==> config.mk <==
export PLATFORM = sky130hd
export DESIGN_NAME = scan_block_ctrl
export DESIGN_NICKNAME = d
export VERILOG_FILES = /design/src/rtl/scan_block_ctrl.sv
export SDC_FILE = /design/constraint.sdc
export NUM_CORES = 1
export LEC_CHECK = 0
export CAP_MARGIN = 15
export CORE_ASPECT_RATIO = 0.6
export CORE_UTILIZATION = 55
export CTS_BUF_LIST = sky130_fd_sc_hd__clkbuf_4
export DETAILED_ROUTE_END_ITERATION = 10
export PLACE_DENSITY_LB_ADDON = 0.05
export SYNTH_ARGS = -nofsm -noshare
export SYNTH_HDL_FRONTEND = slang
export SYNTH_SLANG_ARGS = --single-unit
==> constraint.sdc <==
create_clock -name clk -period 5.8 [get_ports clk]
set_input_delay 0.58 -clock clk [delete_from_list [all_inputs] [get_ports clk]]
set_output_delay 0.58 -clock clk [all_outputs]
set_load 0.01 [all_outputs]
==> src/rtl/scan_block_ctrl.sv <==
// Serial-to-block assembler feeding a cipher core.
// Accepts scan bits MSB-first into a BLOCK_BITS-wide buffer. Each completed
// block is handed off over a valid/ready handshake. A run covers num_blocks
// blocks and ends with a one-cycle done pulse; abort ends it early with no pulse.
module scan_block_ctrl #(
    parameter int BLOCK_BITS = 128,
    parameter int CNT_W      = 7
) (
    input  logic                  clk,
    input  logic                  reset_n,
    input  logic                  start,
    input  logic                  abort,
    input  logic [7:0]            num_blocks,
    input  logic                  scan_in,
    input  logic                  scan_valid,
    output logic                  scan_ready,
    output logic [BLOCK_BITS-1:0] blk_data,
    output logic                  blk_valid,
    input  logic                  blk_ready,
    output logic [7:0]            blk_count,
    output logic                  busy,
    output logic                  done
);

    typedef enum logic [1:0] {
        IDLE  = 2'd0,
        SHIFT = 2'd1,
        HOLD  = 2'd2,
        DONE  = 2'd3
    } state_t;

    state_t                state_q, state_d;
    logic [CNT_W-1:0]      bit_cnt_q, bit_cnt_d;
    logic [BLOCK_BITS-1:0] buf_q, buf_d;
    logic [BLOCK_BITS-1:0] blk_data_q, blk_data_d;
    logic [7:0]            blk_count_q, blk_count_d;
    logic [7:0]            num_blocks_q, num_blocks_d;

    logic accept;
    logic last_bit;
    logic handshake;

    // Outputs decode directly from the registered state, so reset clears them
    // immediately without waiting for a clock edge.
    assign scan_ready = (state_q == SHIFT);
    assign blk_valid  = (state_q == HOLD);
    assign busy       = (state_q != IDLE);
    assign done       = (state_q == DONE);
    assign blk_data   = blk_data_q;
    assign blk_count  = blk_count_q;

    assign accept    = scan_ready && scan_valid;
    assign last_bit  = (bit_cnt_q == CNT_W'(BLOCK_BITS - 1));
    assign handshake = blk_valid && blk_ready;

    // The k-th accepted bit lands at buffer[BLOCK_BITS-1-k]. Every other bit,
    // and every bit in a cycle with no accept, keeps its value.
    generate
        for (genvar gi = 0; gi < BLOCK_BITS; gi++) begin : g_pack
            assign buf_d[gi] = (accept && (bit_cnt_q == CNT_W'(BLOCK_BITS - 1 - gi)))
                               ? scan_in : buf_q[gi];
        end
    endgenerate

    // Next-state logic: run sequencing, block capture and handshake counting.
    // abort overrides the state and counter but still lets a HOLD handshake count.
    always_comb begin
        state_d      = state_q;
        bit_cnt_d    = bit_cnt_q;
        blk_data_d   = blk_data_q;
        blk_count_d  = blk_count_q;
        num_blocks_d = num_blocks_q;

        case (state_q)
            IDLE: begin
                if (start && !abort) begin
                    num_blocks_d = num_blocks;
                    blk_count_d  = 8'd0;
                    bit_cnt_d    = '0;
                    state_d      = (num_blocks != 8'd0) ? SHIFT : DONE;
                end
            end
            SHIFT: begin
                if (accept) begin
                    bit_cnt_d = bit_cnt_q + CNT_W'(1);
                    if (last_bit) begin
                        // Capture includes the bit being accepted this cycle.
                        blk_data_d = buf_d;
                        state_d    = HOLD;
                    end
                end
            end
            HOLD: begin
                if (handshake) begin
                    blk_count_d = blk_count_q + 8'd1;
                    bit_cnt_d   = '0;
                    state_d     = ((blk_count_q + 8'd1) == num_blocks_q) ? DONE : SHIFT;
                end
            end
            DONE: begin
                state_d = IDLE;
            end
            default: begin
                state_d = IDLE;
            end
        endcase

        if (abort) begin
            state_d   = IDLE;
            bit_cnt_d = '0;
        end
    end

    // State and datapath registers, cleared asynchronously by reset_n.
    always_ff @(posedge clk or negedge reset_n) begin
        if (!reset_n) begin
            state_q      <= IDLE;
            bit_cnt_q    <= '0;
            buf_q        <= '0;
            blk_data_q   <= '0;
            blk_count_q  <= 8'd0;
            num_blocks_q <= 8'd0;
        end else begin
            state_q      <= state_d;
            bit_cnt_q    <= bit_cnt_d;
            buf_q        <= buf_d;
            blk_data_q   <= blk_data_d;
            blk_count_q  <= blk_count_d;
            num_blocks_q <= num_blocks_d;
        end
    end

endmodule

==> out/results.txt <==
Multi-input gate area: 4530 sq um
Hold Crit Class: in -> async
Sequential share of the synthesized area: 0.594
Drt initial violations: 406
Final TNS setup: 0 ns
Post-Synthesis Cells: 893
ANT nets after route: 0
WS Path Type: reg -> reg
Die Wd: 191 microns
Antenna cells: 0
Die footprint: 22000 sq um
Core area: 21000 sq um
Reg-to-Reg Start: bit_cnt_q[5]
Final Util: 0.678
Post-synth EDFFs: 0
Post-DR wirelength/cell: 18.8 microns
GRT Util Overall: 0.248
Post-CTS Setup Bufs: 0
Slew @ Worst Pin: 1.00 ns
Clock tree buffer depth: 3
Drt drc: 0
CP Data Required Time: 6.33 ns
Fmax: 316 MHz
Vias in the first global route: 7541
CP arrival: 3.69 ns
Post-DP HPWL: 16.2 mm
Clock Skew: 0.0306 ns
CTS Sinks: 280
Cells on worst reg2reg path: 5
Place WS: 2.34 ns
Synthesized cell area: 11800 sq um
Tmin final: 3.16 ns
Register Area: 7010 sq um
Layout cells sized above 1: 0.336
Number of H-tree levels: 3
Top FF cell, synth: dfrtp_1
PnR worst setup slack: 2.64 ns
Initial Util: 0.561
Layout Area Growth over Synthesis: 20.9%
Yosys cell types: 46
Crit share post-route: 0.545
Pin count of the biggest net entering global routing: 148
RSZ-0062 raised after global routing: no
Die Ht: 115 microns
Syn Nets: 913
Net count, final: 1088
Max Slew Vio Count: 0
# fillers: 1634
Yosys warnings: 0
Worst r2r dst: blk_data[99]
Total iterations of the first detailed-routing run: 5
Pwr dens: 252 nW/um^2
Total routed wirelength: 25.9 mm
Clock slew at reported path FFs: 0.07 ns
CTS Root Buffer Type: clkbuf_4
Static leakage: 6.80 nW
First-pass GRT wire length: 41.4 mm
Hold Slack: 0.0769 ns
Yosys reg bits: 280
Crit path capture type: register
Final hold vios: 0
CTS buffer count: 67
Initial antenna violation count: 0
Num ports: 155
Mean number of vias per cell: 5.35
Rows: 41
Routability cong.: 0.851
Vias: 7395
GR Overflow Total: 0
Crit path launch type: register
Slew margin rel.: 0.334
Crit. Startpoint: bit_cnt_q[5]
I/O Buffers: 154
Post-CTS Resized: 0
Hold Buf Count CTS: 0
Outcome: complete, no violations
Share of flip-flops with an asynchronous set or reset: 1.00
Peak supply drop: 0.169 mV
Max-cap violations: 0
CTS tree: done
Worst-Skew Late Latency: 0.66 ns
Mean post-synth cell area: 13.2 sq um
Maximum fanout along the worst path: 39
R2r setup slk: 2.64 ns
Final setup vio count: 0
==> placed cells by master, fill, tap and decap left out, types with 2 or more instances in the layout <==
cell,n
a21oi_1,6
a22o_1,2
and2_1,7
and3_1,6
and3b_1,2
and4b_1,4
buf_12,2
buf_4,3
clkbuf_4,94
clkdlybuf4s50_1,152
clkinv_1,6
clkinv_2,4
dfrtp_1,280
ha_1,5
inv_1,6
mux2_2,241
mux2_4,14
mux2i_1,5
nand2_1,71
nand2b_1,2
nand3_1,9
nand3b_1,2
nand4_1,2
nor2_1,99
nor2b_1,6
nor3_1,3
nor3b_1,2
nor3b_4,4
nor4_1,2
o211ai_1,2
o21ai_0,24
o31ai_1,8
or2_2,2
xnor2_1,8
xor2_1,3
==> cell type report <==
class | count | area share
clock inverter | 11 | 0.00325
multi-input combinational | 555 | 0.318
tap | 279 | 0.0245
sequential | 280 | 0.491
timing repair buffer | 158 | 0.112
inverter | 6 | 0.00158
clock buffer | 94 | 0.0495
==> synth_stat cells, types with 3 or more instances <==
library cell	number	share of area
buf_2	16	0.0068
xor2_1	3	0.0022
and4b_1	4	0.0034
mux2_2	241	0.23
xnor2_1	8	0.0059
nor2b_1	6	0.0032
and3_1	6	0.0032
nor2_1	99	0.032
o21ai_0	24	0.010
nor3b_4	4	0.0064
dfrtp_1	280	0.59
nor3b_1	3	0.0019
buf_4	8	0.0051
a21oi_1	6	0.0025
mux2i_1	5	0.0042
nand3_1	9	0.0038
nor3_1	3	0.0013
o31ai_1	8	0.0051
and2_1	7	0.0037
mux2_4	14	0.018
clkbuf_1	26	0.0083
ha_1	5	0.0053
nand2_1	71	0.023
inv_1	6	0.0019
==> power breakdown <==
group	switching, mW	internal (mW)	leakage (nW)
Sequential	0.0145	1.97	3.89
Combinational	0.0790	0.0429	2.44
Clock	0.740	0.741	0.462
Total	0.834	2.75	6.80
==> how the worst max path moves through the flow <==
stage               endpoint  slack, ns
5_1_grt        blk_data[114]       2.44
3_5_place_dp   blk_data[111]       2.34
2_1_floorplan   blk_data[53]       3.73
3_3_place_gp   blk_data[102]       2.42
6_report        blk_data[99]       2.64
4_1_cts        blk_data[114]       2.65
==> per-stage QoR <==
stage | cells | cell area (sq um) | power [mW]
after global routing | 1383 | 14300 | 3.76
after CTS | 1383 | 14300 | 3.64
final | 1383 | 14300 | 3.59
after global placement | 1278 | 13500 | 2.14
after detailed placement | 1278 | 13500 | 2.15
after floorplan | 893 | 11800 | 2.07
==> sequential cells by signal, indices dropped and copies added, names as in the netlist <==
name and flops:
state_q 2, num_blocks_q 8, blk_data 128, buf_q 127
blk_count 8, bit_cnt_q 7
==> cells by family (layout without fill, tap and decap cells) <==
group,Yosys count,in the layout,synth area share
flops,280,280,0.594
fa+ha+maj,5,5,0.00531
simple gates,232,232,0.0932
compound gates,47,47,0.0243
mux,260,260,0.252
buf+inv,58,269,0.0227
xor+xnor,11,11,0.00817
==> layer usage <==
| metal | vias to the layer above | GRT usage | wire length (microns) |
|---|---|---|---|
| met2 | 198 | 0.336 | 10900 |
| met3 | 36 | 0.0784 | 1920 |
| met1 | 3714 | 0.375 | 12700 |
| li1 | 3447 | - | - |
| met5 | - | 0 | 0 |
| met4 | 0 | 0.0816 | 388 |
==> critical path, stage by stage, from the launching register on <==
cell	delay [ns]
dfrtp_1	0.62
and2_1	0.25
nand2_1	0.38
nor2_4	0.77
buf_4	0.58
mux2_2	0.40
Note: power is estimated with default switching activity, not from simulation.
